File: config.mk
export PLATFORM = sky130hd
export DESIGN_NAME = sar_search_ctrl
export DESIGN_NICKNAME = d
export VERILOG_FILES = /design/src/rtl/sar_search_pkg.sv /design/src/rtl/sar_trial_timer.sv /design/src/rtl/sar_search_ctrl.sv
export SDC_FILE = /design/constraint.sdc
export NUM_CORES = 1
export LEC_CHECK = 0
export ABC_AREA = 1
export BUFFER_PORTS_ARGS = -buffer_cell sky130_fd_sc_hd__buf_2
export CORE_UTILIZATION = 50
export DETAILED_ROUTE_END_ITERATION = 10
export GPL_TIMING_DRIVEN = 0
export PLACE_DENSITY = 0.73
export SLEW_MARGIN = 20
export SYNTH_ARGS = -nofsm -noshare
export SYNTH_HDL_FRONTEND = slang
export SYNTH_HIERARCHICAL = 1
export SYNTH_SLANG_ARGS = --single-unit
File: constraint.sdc
create_clock -name clk -period 1.95 [get_ports clk]
set_input_delay 0.2925 -clock clk [delete_from_list [all_inputs] [get_ports clk]]
set_output_delay 0.2925 -clock clk [all_outputs]
set_load 0.01 [all_outputs]
File: src/rtl/sar_search_pkg.sv
`default_nettype none
// ============================================================================
// Module      : sar_search_pkg
// Description : Shared state encoding and helpers for the SAR search engine.
// Revision    : 1.0 - initial release
// ============================================================================
package sar_search_pkg;

    localparam logic [1:0] c_ST_IDLE   = 2'd0;
    localparam logic [1:0] c_ST_TRIAL  = 2'd1;
    localparam logic [1:0] c_ST_VERIFY = 2'd2;
    localparam logic [1:0] c_ST_DONE   = 2'd3;

    typedef enum logic [1:0] {
        ST_IDLE   = c_ST_IDLE,
        ST_TRIAL  = c_ST_TRIAL,
        ST_VERIFY = c_ST_VERIFY,
        ST_DONE   = c_ST_DONE
    } state_t;

    // One-hot word with only bit (w-1) set; callers size-cast to their width.
    function automatic logic [31:0] msb_onehot(input int w);
        return 32'h1 << (w - 1);
    endfunction

endpackage
`default_nettype wire

File: src/rtl/sar_trial_timer.sv
`default_nettype none
// ============================================================================
// Module      : sar_trial_timer
// Description : Per-trial comparator settle down-counter with load and zero flag.
// Revision    : 1.0 - initial release
// ============================================================================
module sar_trial_timer #(
    parameter int SETTLE = 1
) (
    input  logic clk,
    input  logic rst_n,
    input  logic i_load,
    input  logic i_en,
    output logic o_zero
);

    localparam int CW = (SETTLE < 1) ? 1 : $clog2(SETTLE + 1);
    localparam logic [CW-1:0] c_RELOAD = CW'(SETTLE);

    logic [CW-1:0] r_cnt;

    // Load wins over decrement so a new trial always starts from a full count.
    always_ff @(posedge clk or negedge rst_n) begin
        if (!rst_n) begin
            r_cnt <= '0;
        end else if (i_load) begin
            r_cnt <= c_RELOAD;
        end else if (i_en && (r_cnt != '0)) begin
            r_cnt <= r_cnt - CW'(1);
        end
    end

    assign o_zero = (r_cnt == '0);

endmodule
`default_nettype wire

File: src/rtl/sar_search_ctrl.sv
`default_nettype none
// ============================================================================
// Module      : sar_search_ctrl
// Description : Successive-approximation search driving an external comparator.
// Revision    : 1.0 - initial release
// ============================================================================
module sar_search_ctrl
    import sar_search_pkg::*;
#(
    parameter int WIDTH  = 8,
    parameter int SETTLE = 1
) (
    input  logic             clk,
    input  logic             rst_n,
    input  logic             i_start,
    input  logic             i_abort,
    input  logic             i_cmp_gt,
    input  logic             i_cmp_eq,
    output logic [WIDTH-1:0] o_guess,
    output logic             o_busy,
    output logic             o_done,
    output logic [WIDTH-1:0] o_result,
    output logic             o_found
);

    localparam int IW = $clog2(WIDTH);
    localparam logic [IW-1:0]    c_IDX_TOP = IW'(WIDTH - 1);
    localparam logic [WIDTH-1:0] c_MSB     = WIDTH'(msb_onehot(WIDTH));

    state_t           r_state, w_state_nxt;
    logic [WIDTH-1:0] r_guess, w_guess_nxt;
    logic [WIDTH-1:0] r_result, w_result_nxt;
    logic             r_found, w_found_nxt;
    logic [IW-1:0]    r_bit_idx, w_bit_idx_nxt;
    logic             w_load;
    logic             w_timer_en;
    logic             w_settled;

    assign w_timer_en = (r_state == ST_TRIAL) || (r_state == ST_VERIFY);

    sar_trial_timer #(
        .SETTLE (SETTLE)
    ) u_timer (
        .clk    (clk),
        .rst_n  (rst_n),
        .i_load (w_load),
        .i_en   (w_timer_en),
        .o_zero (w_settled)
    );

    always_ff @(posedge clk or negedge rst_n) begin
        if (!rst_n) begin
            r_state   <= ST_IDLE;
            r_guess   <= '0;
            r_result  <= '0;
            r_found   <= 1'b0;
            r_bit_idx <= '0;
        end else begin
            r_state   <= w_state_nxt;
            r_guess   <= w_guess_nxt;
            r_result  <= w_result_nxt;
            r_found   <= w_found_nxt;
            r_bit_idx <= w_bit_idx_nxt;
        end
    end

    always_comb begin
        w_state_nxt   = r_state;
        w_guess_nxt   = r_guess;
        w_result_nxt  = r_result;
        w_found_nxt   = r_found;
        w_bit_idx_nxt = r_bit_idx;
        w_load        = 1'b0;

        case (r_state)
            ST_IDLE: begin
                if (i_start) begin
                    w_state_nxt   = ST_TRIAL;
                    w_guess_nxt   = c_MSB;
                    w_bit_idx_nxt = c_IDX_TOP;
                    w_load        = 1'b1;
                end
            end
            ST_TRIAL: begin
                if (i_abort) begin
                    w_state_nxt = ST_IDLE;
                end else if (w_settled) begin
                    if (i_cmp_eq) begin
                        w_result_nxt = r_guess;
                        w_found_nxt  = 1'b1;
                        w_state_nxt  = ST_DONE;
                    end else begin
                        if (i_cmp_gt) begin
                            w_guess_nxt[r_bit_idx] = 1'b0;
                        end
                        w_load = 1'b1;
                        if (r_bit_idx != '0) begin
                            w_guess_nxt[r_bit_idx - IW'(1)] = 1'b1;
                            w_bit_idx_nxt = r_bit_idx - IW'(1);
                        end else begin
                            // Bit 0 resolved; one more trial confirms equality.
                            w_state_nxt = ST_VERIFY;
                        end
                    end
                end
            end
            ST_VERIFY: begin
                if (i_abort) begin
                    w_state_nxt = ST_IDLE;
                end else if (w_settled) begin
                    w_result_nxt = r_guess;
                    w_found_nxt  = i_cmp_eq;
                    w_state_nxt  = ST_DONE;
                end
            end
            ST_DONE: begin
                w_state_nxt = ST_IDLE;
            end
            default: begin
                w_state_nxt = ST_IDLE;
            end
        endcase
    end

    assign o_guess  = r_guess;
    assign o_busy   = w_timer_en;
    assign o_done   = (r_state == ST_DONE);
    assign o_result = r_result;
    assign o_found  = r_found;

endmodule
`default_nettype wire

Yosys cells after proc, flatten, opt, wreduce, memory -nomap -nowiden
Cells that the tools add are included.
{ "word_totals": {"reg_bits": 23, "in_bits": 6} }
{ "op_classes": {"n_addsub": 2, "bitwise_logic": 3, "n_eq_ne": 14, "mux": 48, "n_reduce_logical": 13, "magnitude_cmp": 4} }
{ "ops": {"columns": ["operator", "count"], "rows": [
  ["two-way mux 8 bit", 15],
  ["case mux 8 bit (2 select lines)", 2],
  ["two-way mux 3 bit", 5],
  ["two-way mux 2 bit", 7],
  ["!= test 2 bit, second input constant", 7],
  ["two-way mux 1 bit", 13],
  ["AND reduction 6 bit", 2],
  ["bitwise AND 8 bit", 1],
  ["< comparator 3 x 4 -> 1 bit, second input constant", 2],
  ["inverter 8 bit", 1],
  ["OR 8 bit", 1],
  ["case mux 2 bit (4 select lines)", 1],
  ["demux 1 bit (select 3 bit)", 2],
  [">= comparator 3 x 1 -> 1 bit, second input constant", 2],
  ["!= test 3 bit, second input constant", 2],
  ["case mux 3 bit (2 select lines)", 1],
  ["nonzero test 2 bit", 3],
  ["AND reduction 5 bit", 1],
  ["equality test 2 bit, second input constant", 2],
  ["!= test 4 bit, second input constant", 1],
  ["case mux 1 bit (2 select lines)", 2],
  ["AND reduction 4 bit", 1],
  ["logical AND 1 bit", 3],
  ["nonzero test 3 bit", 1],
  ["6 further kinds", 6]
]} }

Longest topological paths before layout
{ "depth": {"depth_word": 17, "mapped_depth": 10, "ltp_nobuf": 9} }

By module
Netlist, hierarchy kept.
{ "modules_own_cells": {"columns": ["module", "instances", "area_each_um2", "cells_each"], "rows": [
  ["sar_search_ctrl", 1, 1362.6, 183],
  ["sar_trial_timer", 1, 43.8, 6]
]} }

Least setup slack after synthesis
No wires, ideal clock.
{ "synth_timing": {"kind": "reg2reg", "startpoint": "reg r_state[0]", "endpoint": "reg r_guess[7], in the netlist o_guess[7]", "n_path_buf": 0, "path_stages_with_launch": 10, "path_slack_ps": 584, "t_arrival_ps": 1250, "t_required_ps": 1834, "setup_time_ps": 116, "cell_sequence": "dfrtp_1 -> inv_1 -> ha_1 -> inv_1 -> nor2_1 -> nor2_4 -> nand2_4 -> inv_1 -> nand2_1 -> nand2_1"} }
{ "synth_between": {"elab_chain_len": 3} }
{ "synth_rtl": {"columns": ["item", "line_no", "text"], "rows": [
  ["from (decl)", "sar_search_ctrl.sv:30", "state_t r_state, w_state_nxt;"],
  ["from (signal assigned)", "sar_search_ctrl.sv:59", "r_state <= w_state_nxt;"],
  ["equality test 2 x 1 -> 1 bit or logical NOT 2 bit (tied branches)", "sar_search_ctrl.sv:75", "case (r_state)"],
  ["!= test 2 bit (no line) or nonzero test 2 bit (tied branches)", null, null],
  ["AND reduction 5 bit (no line)", null, null],
  ["to (signal assigned)", "sar_search_ctrl.sv:60", "r_guess <= w_guess_nxt;"],
  ["to (decl)", "sar_search_ctrl.sv:31", "logic [WIDTH-1:0] r_guess, w_guess_nxt;"]
]} }
Several ways; a longest one is shown, not always the timed one.
A chain may end at the register's enable or synchronous reset.

Worst setup path after layout
{ "layout_timing": {"startpoint": "reg r_state[1]", "endpoint": "reg r_guess[1], in the netlist o_guess[1]"} }
The elaborated chain is that of the path after synthesis.

==> impl_results.md <==
- Run status: finished clean
- Synthesis-to-layout area growth: 13.9%
- Synth Area per Inst: 7.44 um2
- Routed len/inst: 11.4 um
- Layout Nets: 231
- Die Area: 3030 um2
- R2r setup slk: 0.36 ns
- Max stage delay on crit path: 0.44 ns
- I/O pin total: 25
- Cell Area, Synth: 1410 um2
- Hold Crit Start: i_start
- Min-Delay Endpoint: u_timer/r_cnt
- Hold Violations, Final: 0
- Vias per cell: 4.86
- Worst-path cell chain: inv_1, ha_1, inv_1, nor2_1, nor2_4, nand2_4, nor2_8, nand2_1, nand2_1
- Crit start category: flip-flop
- Crit end category: flip-flop
- Arrival time at the worst endpoint: 1.81 ns
- Worst Setup SP: r_state[1]
- Fmax achieved: 628 MHz
- Chip Height: 55.0 um
- Initial antenna violation count: 0
- Gpl congestion: 0.889
- Worst r2r src: r_state[1]
- Synth Warn #: 6
- Crit path required time: 2.17 ns
- Worst-path clk slew: 0.12 ns
- Post-Syn Nets: 201
- Root buf cell: clkbuf_4
- Worst slew pin tran: 0.499 ns
- Core Area: 2570 um2
- Synth area leader: dfrtp_1
- Post-Place Cell Area: 1560 um2
- Routed Antenna Nets: 0
- Reg-to-reg critical path endpoint: o_guess[1]
- Mapped Cells: 189
- Max clock buf depth: 2
- Number of global-route vias before repair: 1013
- Antenna cells: 0
- Die W: 55.0 um
- CTS tree: done
- Post-synth top area share: 40.9%
- CTS Buf Count: 3
- Seq/Total Area, Yosys: 40.9%
- PostCTS Resize Cnt: 0
- Leak pwr: 0.975 nW
- Clk_lat worst skew: 0.31 ns
- CP Class: flip-flop to flip-flop
- Initial core utilization: 54.8%
- RSZ-0062 raised after global routing: false
- Worst Hold Path Cells: 5
- CP max-delay cell: dfrtp_1
- PD cells: 1610 nW/um2
- Total routed wirelength: 2820 um
- Drt initial violations: 21
- Final Max Slew Viols: 0
- Slew HR: 66.7%
- Synth top area cells: dfrtp_1 (41%), nand2_1 (22%), nand3_1 (7.1%)
- GRT Util Overall: 21.6%
- H-Tree Depth: 1
- Tcrit/Tclk final: 81.7%
- DP Wirelength: 2210 um
- Drt drc: 0
- First-pass GRT wire length: 4620 um
- #FFs+latches synth: 23
- Fraction of layout cells with a size suffix above 1: 19.7%
- Clk_skew: 0.00122 ns
- DR vias: 1206
- Worst VDD drop: 0.000858 V
- Hold slack: 0.307 ns
- Maxcap violations: 0
- Post-CTS setup buffer count: 0
- CTS sink count: 23
- Hold Path Class: input pin to flip-flop
- R2R depth: 9
- Synth unique cells: 20
- Min cycle time layout: 1.59 ns
- Pin count of the biggest net entering global routing: 24
- IO buf count: 24
- Crit path max fanout: 10
- # hold bufs at CTS: 1
- Final Setup Violations: 0
- Pre-antenna DRT Iters: 4
- # rows: 18
- TNS Setup: 0 ns
- Remaining Overflow, GRT: 0
- Final Cell Area: 1600 um2
-- where the power goes --
part	switching (W)	total (W)	internal [W]
clock	0.000142	0.000219	0.0000766
combinational	0.000995	0.00152	0.000527
sequential	0.000163	0.000834	0.000671
-- flip-flops by register name, indices dropped and copies added (netlist names) --
signal         flops
o_guess            8
o_result           8
r_bit_idx          3
r_state            2
o_found            1
u_timer/r_cnt      1
-- synth_stat cells, drive strengths merged --
library cell / instances
nand2: 86
o21ai: 14
nor2: 11
dfrtp: 23
inv: 22
ha: 6
a21oi: 3
buf: 1
nand3: 21
nand4: 2
-- kinds of logic after synthesis --
family | after synthesis | synth area share [%]
adders and majority gates | 6 | 5.34
buffers and inverters | 23 | 7.21
AOI/OAI and AO/OA | 17 | 7.38
and+or+nand+nor | 120 | 39.1
DFF | 23 | 40.9
-- worst max path at each step --
| stage | slack (ns) | end | cells past startpoint |
|---|---|---|---|
| floorplan | 0.58 | o_guess[7] | 9 |
| global placement | 0.43 | o_guess[1] | 9 |
| detailed placement | 0.39 | o_guess[1] | 9 |
| CTS | 0.35 | o_guess[1] | 9 |
| global route | 0.19 | o_guess[3] | 9 |
| finish | 0.36 | o_guess[1] | 9 |
-- critical path: cells and delay by family, from the launching register on --
family | cells | cell delay [ns]
AND/OR/NAND/NOR | 6 | 0.64
flip-flops | 1 | 0.44
adder cells (fa/ha/maj) | 1 | 0.23
buffers and inverters | 2 | 0.19
-- layout by cell type, fill, tap and decap left out, types with 3 or more instances in the layout --
| cell type | Yosys | routed |
|---|---|---|
| buf_2 | 0 | 24 |
| nand2_4 | 3 | 3 |
| dfrtp_1 | 23 | 23 |
| nand3_1 | 20 | 20 |
| nor2_1 | 8 | 8 |
| clkbuf_4 | 0 | 3 |
| ha_1 | 6 | 6 |
| o21ai_0 | 11 | 11 |
| nand2_1 | 82 | 82 |
| inv_1 | 19 | 19 |
-- cell type report --
cell class                 count  area, um2
tap                           30       37.5
inverter                      22       90.1
clock buffer                   3       22.5
buffer                         1       11.3
multi-input combinational    143        729
clock inverter                 1       5.00
fill                         232        966
sequential                    23        576
timing repair buffer          25        130
-- metrics by stage --
stage               setup WS [ns]  power (W)  cells  util [%]
floorplan                   0.584    0.00197    189         -
global placement            0.428    0.00232    243      60.9
detailed placement          0.385    0.00237    243      60.9
CTS                         0.354    0.00260    248      62.4
global route                0.190    0.00287    248      62.4
finish                      0.357    0.00258    248      62.4
-- per-layer routing --
| layer | track usage, % | up-vias | part of all wire, % | wire length, um |
|---|---|---|---|---|
| met3 | 3.28 | 2 | 2.4 | 68 |
| met2 | 34.5 | 17 | 45 | 1270 |
| met1 | 29.8 | 529 | 52 | 1470 |
| met5 | 0 | - | 0 | 0 |
| met4 | 6.25 | 0 | 0.35 | 10 |
| li1 | - | 658 | - | - |
No activity file was read; power rests on OpenSTA's default activity.
